`config.mk`:
```
export PLATFORM = sky130hd
export DESIGN_NAME = uart_cmd_parser
export DESIGN_NICKNAME = d
export VERILOG_FILES = /design/src/rtl/uart_cmd_parser.sv
export SDC_FILE = /design/constraint.sdc
export NUM_CORES = 2
export LEC_CHECK = 0
export ABC_AREA = 0
export BUFFER_PORTS_ARGS = -buffer_cell sky130_fd_sc_hd__buf_4
export CAP_MARGIN = 5
export CORE_AREA = 3 3 421 423
export DETAILED_ROUTE_END_ITERATION = 16
export DIE_AREA = 0 0 424 426
export GPL_TIMING_DRIVEN = 0
export PLACE_DENSITY_LB_ADDON = 0.05
export REMOVE_ABC_BUFFERS = 1
export SETUP_SLACK_MARGIN = 0.1
export SYNTH_ARGS = -nofsm -noshare
export SYNTH_HDL_FRONTEND = slang
export SYNTH_SLANG_ARGS = --single-unit
```
`constraint.sdc`:
```
create_clock -name sys_clk -period 14.1 [get_ports sys_clk]
set_clock_uncertainty 0.15 [all_clocks]
set_input_delay 2.115 -clock sys_clk [delete_from_list [all_inputs] [get_ports sys_clk]]
set_output_delay 2.115 -clock sys_clk [all_outputs]
set_load 0.05 [all_outputs]
```
`src/rtl/uart_cmd_parser.sv`:
```
// -----------------------------------------------------------------------------
// uart_cmd_parser
//
// Purpose:
//   Parses a completed UART string payload of the form "K:NNNN" into an ASCII
//   key byte and a 32-bit unsigned value. One payload byte is examined per
//   clock. Success gives a one-cycle cmd_vld pulse; failure gives a one-cycle
//   cmd_err pulse with err_code:
//     1 LEN   payload length below 3 or above MAX_BYTES
//     2 KEY   byte 0 is not 'A'..'Z'
//     3 SEP   byte 1 is not ':'
//     4 DIGIT a value character is not a valid digit
//     5 OVF   value exceeds 32 bits or has too many digits
//
// Optional build macro:
//   UART_CMD_HEX_PARSE_EN - when defined, a value starting with "0x"/"0X"
//   (payload length 5 or more) is parsed as up to 8 hex digits. "K:0x" with
//   no digits reports LEN. Without the macro 'x' is just an invalid digit.
//
// Ports:
//   sys_clk    in   system clock, rising edge
//   sys_rst    in   synchronous active-high reset
//   rx_string  in   [1023:0] payload, byte i at bits [8i+7:8i]
//   rx_length  in   [7:0] payload byte count
//   rx_done    in   one-cycle payload-valid strobe
//   cmd_key    out  [7:0] key of the last successful command
//   cmd_value  out  [31:0] value of the last successful command
//   cmd_vld    out  one-cycle success pulse
//   cmd_err    out  one-cycle failure pulse
//   err_code   out  [2:0] cause of the last failure (holds until next error)
//   busy       out  high whenever the parser is not idle
//   drop_cnt   out  [7:0] saturating count of rx_done pulses ignored while busy
//   dbg_state  out  [2:0] current FSM state encoding
//
// Handshake: rx_done has no ready companion. A strobe is accepted only when
// it is sampled in IDLE; a strobe sampled in any other state (including the
// OK/ERR cycle) is discarded and counted in drop_cnt.
// -----------------------------------------------------------------------------
module uart_cmd_parser #(
   parameter int MAX_BYTES  = 128,  // must not exceed 128 (1024-bit bus)
   parameter int MAX_DIGITS = 10
) (
   input  logic          sys_clk,
   input  logic          sys_rst,
   input  logic [1023:0] rx_string,
   input  logic [7:0]    rx_length,
   input  logic          rx_done,
   output logic [7:0]    cmd_key,
   output logic [31:0]   cmd_value,
   output logic          cmd_vld,
   output logic          cmd_err,
   output logic [2:0]    err_code,
   output logic          busy,
   output logic [7:0]    drop_cnt,
   output logic [2:0]    dbg_state
);

   localparam logic [7:0] LP_MAX_LEN      = 8'(MAX_BYTES);
   // Decimal digits start at idx 2, so digit number n sits at idx n+1.
   localparam logic [7:0] LP_DEC_LAST_IDX = 8'(MAX_DIGITS + 1);

   typedef enum logic [2:0] {
      S_IDLE  = 3'd0,
      S_KEY   = 3'd1,
      S_SEP   = 3'd2,
      S_DIGIT = 3'd3,
      S_OK    = 3'd4,
      S_ERR   = 3'd5
   } state_t;

   state_t          r_state;
   state_t          w_next_state;
   logic [1023:0]   r_buf;
   logic [7:0]      r_len;
   logic [7:0]      r_idx;
   logic [31:0]     r_acc;
   logic [7:0]      r_pend_key;
   logic [7:0]      r_cmd_key;
   logic [31:0]     r_cmd_value;
   logic            r_cmd_vld;
   logic            r_cmd_err;
   logic [2:0]      r_err_code;
   logic [7:0]      r_drop_cnt;

   logic [7:0]      w_byte;
   logic            w_is_dec;
   logic [35:0]     w_acc_dec;
   logic            w_len_bad;
   logic            w_dig_skip;
   logic            w_dig_bad;
   logic            w_dig_ovf;
   logic [31:0]     w_dig_acc;
   logic [7:0]      w_next_idx;
   logic [31:0]     w_next_acc;
   logic [2:0]      w_err_code;

   // Byte under examination this cycle.
   assign w_byte    = r_buf[{r_idx[6:0], 3'b000} +: 8];
   assign w_is_dec  = (w_byte >= 8'h30) && (w_byte <= 8'h39);
   // 36 bits is enough to hold (2^32-1)*10+9, so overflow is visible in [35:32].
   assign w_acc_dec = ({4'h0, r_acc} * 36'd10) + {32'h0, w_byte[3:0]};

`ifdef UART_CMD_HEX_PARSE_EN
   logic       r_hex;
   logic       w_hex_prefix;
   logic       w_is_hex;
   logic [3:0] w_hex_nib;

   assign w_hex_prefix = (rx_string[23:16] == 8'h30) &&
                         ((rx_string[31:24] == 8'h78) || (rx_string[31:24] == 8'h58));
   // "K:0x" carries no digits at all, which counts as a length fault.
   assign w_len_bad    = (rx_length < 8'd3) || (rx_length > LP_MAX_LEN) ||
                         (w_hex_prefix && (rx_length == 8'd4));

   always_comb begin
      w_is_hex  = 1'b1;
      w_hex_nib = 4'h0;
      if (w_is_dec) begin
         w_hex_nib = w_byte[3:0];
      end else if (((w_byte >= 8'h41) && (w_byte <= 8'h46)) ||
                   ((w_byte >= 8'h61) && (w_byte <= 8'h66))) begin
         // 'A'/'a' have low nibble 1, so +9 maps them onto 10..15.
         w_hex_nib = w_byte[3:0] + 4'd9;
      end else begin
         w_is_hex = 1'b0;
      end
   end
`else
   assign w_len_bad = (rx_length < 8'd3) || (rx_length > LP_MAX_LEN);
`endif

   // Per-byte verdict for the value field, decimal unless the hex prefix was seen.
   always_comb begin
      w_dig_skip = 1'b0;
      w_dig_bad  = !w_is_dec;
      w_dig_ovf  = (w_acc_dec[35:32] != 4'h0) || (r_idx > LP_DEC_LAST_IDX);
      w_dig_acc  = w_acc_dec[31:0];
`ifdef UART_CMD_HEX_PARSE_EN
      if (r_hex) begin
         w_dig_skip = (r_idx < 8'd4);  // walk over the "0x" bytes one per clock
         w_dig_bad  = !w_is_hex;
         w_dig_ovf  = (r_acc[31:28] != 4'h0) || (r_idx > 8'd11);
         w_dig_acc  = {r_acc[27:0], w_hex_nib};
      end
`endif
   end

   // State register.
   always_ff @(posedge sys_clk) begin
      if (sys_rst) begin
         r_state <= S_IDLE;
      end else begin
         r_state <= w_next_state;
      end
   end

   // Next-state and datapath-next logic.
   always_comb begin
      w_next_state = r_state;
      w_next_idx   = r_idx;
      w_next_acc   = r_acc;
      w_err_code   = r_err_code;
      case (r_state)
         S_IDLE: begin
            if (rx_done) begin
               w_next_idx = 8'd0;
               w_next_acc = 32'd0;
               if (w_len_bad) begin
                  w_next_state = S_ERR;
                  w_err_code   = 3'd1;
               end else begin
                  w_next_state = S_KEY;
               end
            end
         end
         S_KEY: begin
            if ((w_byte >= 8'h41) && (w_byte <= 8'h5A)) begin
               w_next_state = S_SEP;
               w_next_idx   = r_idx + 8'd1;
            end else begin
               w_next_state = S_ERR;
               w_err_code   = 3'd2;
            end
         end
         S_SEP: begin
            if (w_byte == 8'h3A) begin
               w_next_state = S_DIGIT;
               w_next_idx   = r_idx + 8'd1;
            end else begin
               w_next_state = S_ERR;
               w_err_code   = 3'd3;
            end
         end
         S_DIGIT: begin
            if (w_dig_skip) begin
               w_next_idx = r_idx + 8'd1;
            end else if (w_dig_bad) begin
               w_next_state = S_ERR;
               w_err_code   = 3'd4;
            end else if (w_dig_ovf) begin
               w_next_state = S_ERR;
               w_err_code   = 3'd5;
            end else begin
               w_next_acc = w_dig_acc;
               if (r_idx == (r_len - 8'd1)) begin
                  w_next_state = S_OK;
               end else begin
                  w_next_idx = r_idx + 8'd1;
               end
            end
         end
         S_OK:    w_next_state = S_IDLE;
         S_ERR:   w_next_state = S_IDLE;
         default: w_next_state = S_IDLE;
      endcase
   end

   // Datapath and output registers.
   always_ff @(posedge sys_clk) begin
      if (sys_rst) begin
         r_buf       <= '0;
         r_len       <= 8'd0;
         r_idx       <= 8'd0;
         r_acc       <= 32'd0;
         r_pend_key  <= 8'd0;
         r_cmd_key   <= 8'd0;
         r_cmd_value <= 32'd0;
         r_cmd_vld   <= 1'b0;
         r_cmd_err   <= 1'b0;
         r_err_code  <= 3'd0;
         r_drop_cnt  <= 8'd0;
`ifdef UART_CMD_HEX_PARSE_EN
         r_hex       <= 1'b0;
`endif
      end else begin
         if ((r_state == S_IDLE) && rx_done) begin
            r_buf <= rx_string;
            r_len <= rx_length;
`ifdef UART_CMD_HEX_PARSE_EN
            r_hex <= w_hex_prefix && (rx_length >= 8'd5);
`endif
         end
         r_idx <= w_next_idx;
         r_acc <= w_next_acc;
         if (r_state == S_KEY) begin
            r_pend_key <= w_byte;
         end
         // The success pulse is registered out of OK; the error pulse is
         // registered on entry to ERR, so it lines up with the ERR cycle.
         r_cmd_vld <= (r_state == S_OK);
         if (r_state == S_OK) begin
            r_cmd_key   <= r_pend_key;
            r_cmd_value <= r_acc;
         end
         r_cmd_err <= (w_next_state == S_ERR);
         if (w_next_state == S_ERR) begin
            r_err_code <= w_err_code;
         end
         if (rx_done && (r_state != S_IDLE) && (r_drop_cnt != 8'hFF)) begin
            r_drop_cnt <= r_drop_cnt + 8'd1;
         end
      end
   end

   assign cmd_key   = r_cmd_key;
   assign cmd_value = r_cmd_value;
   assign cmd_vld   = r_cmd_vld;
   assign cmd_err   = r_cmd_err;
   assign err_code  = r_err_code;
   assign busy      = (r_state != S_IDLE);
   assign drop_cnt  = r_drop_cnt;
   assign dbg_state = r_state;

endmodule
```
==> results_tabular.tex <==
\begin{tabular}{lr}
\hline
Metric & Value \\
\hline
\multicolumn{2}{l}{\textbf{Run status}} \\
\quad Status & finished, final reports clean \\
\multicolumn{2}{l}{\textbf{Place}} \\
\quad Instance area at placement & 61,600 µm² \\
\quad PortBufs & $\sim$1,100 \\
\quad Final weighted congestion in routability-driven placement & 0.816 \\
\quad Place WS & 4.66 ns \\
\quad Total half-perimeter wirelength after legalization and detailed placement & 170,000 µm \\
\multicolumn{2}{l}{\textbf{Final layout}} \\
\quad Post-route cell area & 66,600 µm² \\
\quad Storage cell area & 22,800 µm² \\
\quad Fraction of layout instances using a drive strength above 1 & 0.232 \\
\quad Filler cells & 18,500 \\
\quad Final layout net count & 8,067 \\
\quad Area used by multi-input combinational logic & 26,000 µm² \\
\quad Synthesis-to-finish area growth & 30.8\% \\
\quad Most frequent cells in the layout & 2,224 x sky130\_fd\_sc\_hd\_\_nand2\_1, 1,149 x sky130\_fd\_sc\_hd\_\_a21oi\_1, 1,129 x sky130\_fd\_sc\_hd\_\_dfxtp\_1 \\
\quad Most frequent standard cell in the layout excluding fill and tap cells & sky130\_fd\_sc\_hd\_\_nand2\_1 \\
\multicolumn{2}{l}{\textbf{Setup path}} \\
\quad Type of the setup path with the least slack & reg2reg \\
\quad CP Max Fanout & 41 \\
\quad Worst setup SP type & flip-flop \\
\quad Arrival time reported for the critical path endpoint & 9.65 ns \\
\quad Setup slack, reg-to-reg & about 5 ns \\
\quad CP Data Required Time & between 10 and 15 ns \\
\quad End of the worst register-to-register path & r\_acc[9]\$\_SDFFE\_PP0P\_ \\
\quad Setup crit end kind & flip-flop \\
\quad Worst reg-to-reg path cell count & 21 \\
\quad Start of the worst register-to-register path & r\_idx[1]\$\_SDFFE\_PP0P\_ \\
\multicolumn{2}{l}{\textbf{Timing}} \\
\quad RSZ-0062 raised after global routing & no \\
\quad Total negative slack & 0 ns \\
\quad Final setup violating endpoints & 0 \\
\quad Worst setup slack after layout & 4.97 ns \\
\quad Total count of max-transition violations in the final report & 0 \\
\quad Worst slew slack as a fraction of its limit & 0.193 \\
\quad Crit path time final & 9.13 ns \\
\quad Final critical-path share of the clock period & 0.647 \\
\quad Transition time at the pin with the least slew margin & 1.21 ns \\
\quad Final count of hold timing violations & 0 \\
\quad Max Clock Freq & about 110 MHz \\
\multicolumn{2}{l}{\textbf{Global routing}} \\
\quad Number of antenna violations at the first check in global routing & 144 \\
\quad Wire length of the first global-routing pass & 325,000 µm \\
\quad Maximum number of pins on one net before global-route repair & 137 \\
\quad Via count of the first global-routing pass & 46,700 \\
\quad Global Route Usage Sum & 0.245 \\
\quad Global-route congestion overflow total & 0 \\
\multicolumn{2}{l}{\textbf{Clocking}} \\
\quad Total CTS buffers & 142 \\
\quad Post-CTS setup-driven buffer insertion count & 0 \\
\quad Total number of clock tree sinks & 1,136 \\
\quad Clock transition at the registers of the reported paths & roughly 0.060 ns \\
\quad Root buffer selected by CTS & sky130\_fd\_sc\_hd\_\_clkbuf\_16 \\
\quad Clk\_lat worst skew & 0.80 ns \\
\quad Max H-tree Level & 4 \\
\quad Post-CTS sizing & 0 \\
\quad Maximum clock path buffer count & 3 \\
\quad CTS tree & built \\
\quad Count of hold-fix buffers inserted at cts & 0 \\
\multicolumn{2}{l}{\textbf{Routing}} \\
\quad Via-per-instance ratio & 5.02 \\
\quad Number of iterations in the first detailed-routing pass & 5 \\
\quad Routed length per instance & 24.2 µm \\
\quad Vias after detailed routing & 47,600 \\
\quad Number of DRC violations after detailed routing & 0 \\
\quad Post-detailed-routing wire length & 230,000 µm \\
\quad Number of DRC markers after the initial detailed-route iteration & a little over 3,000 \\
\quad Post-detailed-route count of antenna-violating nets & 0 \\
\multicolumn{2}{l}{\textbf{Pwr}} \\
\quad PwrDens & $\sim$130 nW/µm² \\
\quad Peak supply drop & roughly 0.11 mV \\
\quad Overall power after layout & about 0.0090 W \\
\quad Cell leakage power & $\sim$25 nW \\
\multicolumn{2}{l}{\textbf{Logic synthesis}} \\
\quad Synth async-reset ratio & 0 \\
\quad Post-Synthesis Cell Area & 50,900 µm² \\
\quad Dominant synthesized flop cell & sky130\_fd\_sc\_hd\_\_dfxtp\_1 \\
\quad Total number of yosys warnings & 0 \\
\quad Cell count after synthesis & around 6,000 \\
\quad Synth cell types & 86 \\
\quad Mean instance size in the synthesized netlist & between 8 and 9 µm² \\
\quad Post-synthesis sequential area ratio & 0.447 \\
\quad Total of flip-flops plus latches after synthesis & around 1,100 \\
\quad Number of enable flip-flop cells after synthesis & 0 \\
\multicolumn{2}{l}{\textbf{Worst hold path}} \\
\quad Cells on Worst Hold Path & 2 \\
\quad Min-delay worst type & reg2reg \\
\quad Hold-critical path endpoint & r\_buf[880]\$\_SDFFE\_PP0P\_ \\
\quad Worst Min Path Start & r\_buf[880]\$\_SDFFE\_PP0P\_ \\
\multicolumn{2}{l}{\textbf{Die}} \\
\quad Overall die area & 181,000 µm² \\
\quad Count of pins on the block boundary & $\sim$1,100 \\
\quad Initial standard-cell utilization of the core & 0.293 \\
\quad Die X & roughly 420 µm \\
\quad Core box area & 174,000 µm² \\
\quad Cell row count & 153 \\
\quad Die boundary height & 426 µm \\
\multicolumn{2}{l}{\textbf{Run}} \\
\quad Max-cap violations & 0 \\
\hline
\end{tabular}
==> cell families (layout without fill, tap and decap cells) <==
group	after synthesis	count (layout)	share of synthesized area
fa+ha+maj	68	68	0.0170
compound gates	1456	1456	0.160
buf+inv	519	1428	0.0430
mux	333	333	0.118
other cells	0	100	0
flops	1136	1136	0.447
xor+xnor	56	56	0.00964
simple gates	2590	2590	0.205
==> synth_stat cells (18+ instances only) <==
| library cell | instances | area share |
|---|---|---|
| sky130_fd_sc_hd__a211o_1 | 18 | 0.0031 |
| sky130_fd_sc_hd__a21oi_1 | 1149 | 0.11 |
| sky130_fd_sc_hd__a221oi_1 | 18 | 0.0031 |
| sky130_fd_sc_hd__a22oi_1 | 54 | 0.0080 |
| sky130_fd_sc_hd__and2_1 | 20 | 0.0025 |
| sky130_fd_sc_hd__buf_2 | 48 | 0.0047 |
| sky130_fd_sc_hd__buf_4 | 22 | 0.0032 |
| sky130_fd_sc_hd__clkbuf_1 | 402 | 0.030 |
| sky130_fd_sc_hd__dfxtp_1 | 1136 | 0.45 |
| sky130_fd_sc_hd__ha_1 | 66 | 0.016 |
| sky130_fd_sc_hd__inv_1 | 22 | 0.0016 |
| sky130_fd_sc_hd__mux2i_1 | 112 | 0.022 |
| sky130_fd_sc_hd__mux4_2 | 212 | 0.094 |
| sky130_fd_sc_hd__nand2_1 | 2226 | 0.16 |
| sky130_fd_sc_hd__nand3_1 | 65 | 0.0064 |
| sky130_fd_sc_hd__nand4_1 | 22 | 0.0027 |
| sky130_fd_sc_hd__nor2_1 | 88 | 0.0065 |
| sky130_fd_sc_hd__nor2b_1 | 18 | 0.0022 |
| sky130_fd_sc_hd__nor3_1 | 32 | 0.0031 |
| sky130_fd_sc_hd__o21ai_0 | 32 | 0.0031 |
| sky130_fd_sc_hd__o22ai_1 | 21 | 0.0026 |
| sky130_fd_sc_hd__xnor2_1 | 36 | 0.0062 |
| sky130_fd_sc_hd__xor2_1 | 20 | 0.0034 |
==> critical path, cell delays in order, from the launching register on <==
cell and delay (ns):
sky130_fd_sc_hd__dfxtp_4 0.73, sky130_fd_sc_hd__buf_16 0.34, sky130_fd_sc_hd__buf_16 0.28, sky130_fd_sc_hd__buf_16 0.29
sky130_fd_sc_hd__mux4_2 0.60, sky130_fd_sc_hd__a22oi_1 0.21, sky130_fd_sc_hd__a211oi_1 0.10, sky130_fd_sc_hd__nor4_1 0.78
sky130_fd_sc_hd__and3_1 0.46, sky130_fd_sc_hd__inv_1 0.15, sky130_fd_sc_hd__ha_1 0.36, sky130_fd_sc_hd__a21o_1 0.19
sky130_fd_sc_hd__nand2_1 0.17, sky130_fd_sc_hd__or4b_1 0.57, sky130_fd_sc_hd__nor4_1 0.46, sky130_fd_sc_hd__nand4_1 0.25
sky130_fd_sc_hd__nor4_2 0.55, sky130_fd_sc_hd__a31o_2 0.33, sky130_fd_sc_hd__nand4_1 0.65, sky130_fd_sc_hd__buf_8 0.42
sky130_fd_sc_hd__and2_1 0.46, sky130_fd_sc_hd__o31ai_1 0.36
==> worst max path at each step <==
stage | startpoint | to | slack, ns | depth (start not counted)
final | r_idx[1]$_SDFFE_PP0P_ | r_acc[9]$_SDFFE_PP0P_ | 4.97 | 21
after global routing | r_idx[0]$_SDFFE_PP0P_ | r_acc[15]$_SDFFE_PP0P_ | 4.31 | 20
after CTS | r_idx[0]$_SDFFE_PP0P_ | r_acc[9]$_SDFFE_PP0P_ | 4.63 | 20
after detailed placement | r_idx[0]$_SDFFE_PP0P_ | r_acc[9]$_SDFFE_PP0P_ | 4.66 | 20
after global placement | rx_done | r_idx[6]$_SDFFE_PP0P_ | -26.91 | 4
after floorplan | rx_done | r_idx[0]$_SDFFE_PP0P_ | -7.74 | 3
==> sequential cells by signal (all words and copies together) (netlist names) <==
| register | flops |
|---|---|
| r_buf | 1024 |
| cmd_value | 32 |
| r_acc | 32 |
| cmd_key | 8 |
| drop_cnt | 8 |
| r_idx | 8 |
| r_len | 8 |
| r_pend_key | 8 |
| dbg_state | 3 |
| err_code | 3 |
| cmd_err | 1 |
| cmd_vld | 1 |
==> power by group <==
part	switching [W]	total (W)	internal (W)	leakage, nW
Combinational	0.000896	0.00158	0.000686	13.8
Clock	0.00151	0.00373	0.00221	2.31
Sequential	0.000165	0.00366	0.00350	9.31
==> metrics by stage <==
| step | cells | hold slack, ns | util |
|---|---|---|---|
| final | 9492 | 0.298 | 0.383 |
| after global routing | 9463 | 0.317 | 0.383 |
| after CTS | 9392 | 0.301 | 0.382 |
| after floorplan | 5662 | 0.276 | - |
| after detailed placement | 9145 | 0.293 | 0.355 |
| after global placement | 9078 | 0.290 | 0.345 |
==> cell type report <==
class                      count  share of cell area
clock buffer                 215              0.0639
sequential                  1136               0.342
timing repair buffer        1158               0.148
tap                         2325              0.0437
inverter                      23             0.00132
clock inverter                32             0.00677
antenna                      100             0.00376
multi-input combinational   4503               0.390
==> per-layer routing <==
layer  vias up  track usage  wire length (µm)
met1     23200        0.292             93100
met2      1105        0.417            116000
met5         -            0               182
li1      22900            -                 -
met3       385       0.0545             11500
met4        26        0.117              9110
Power figures use the tool's default switching activity.
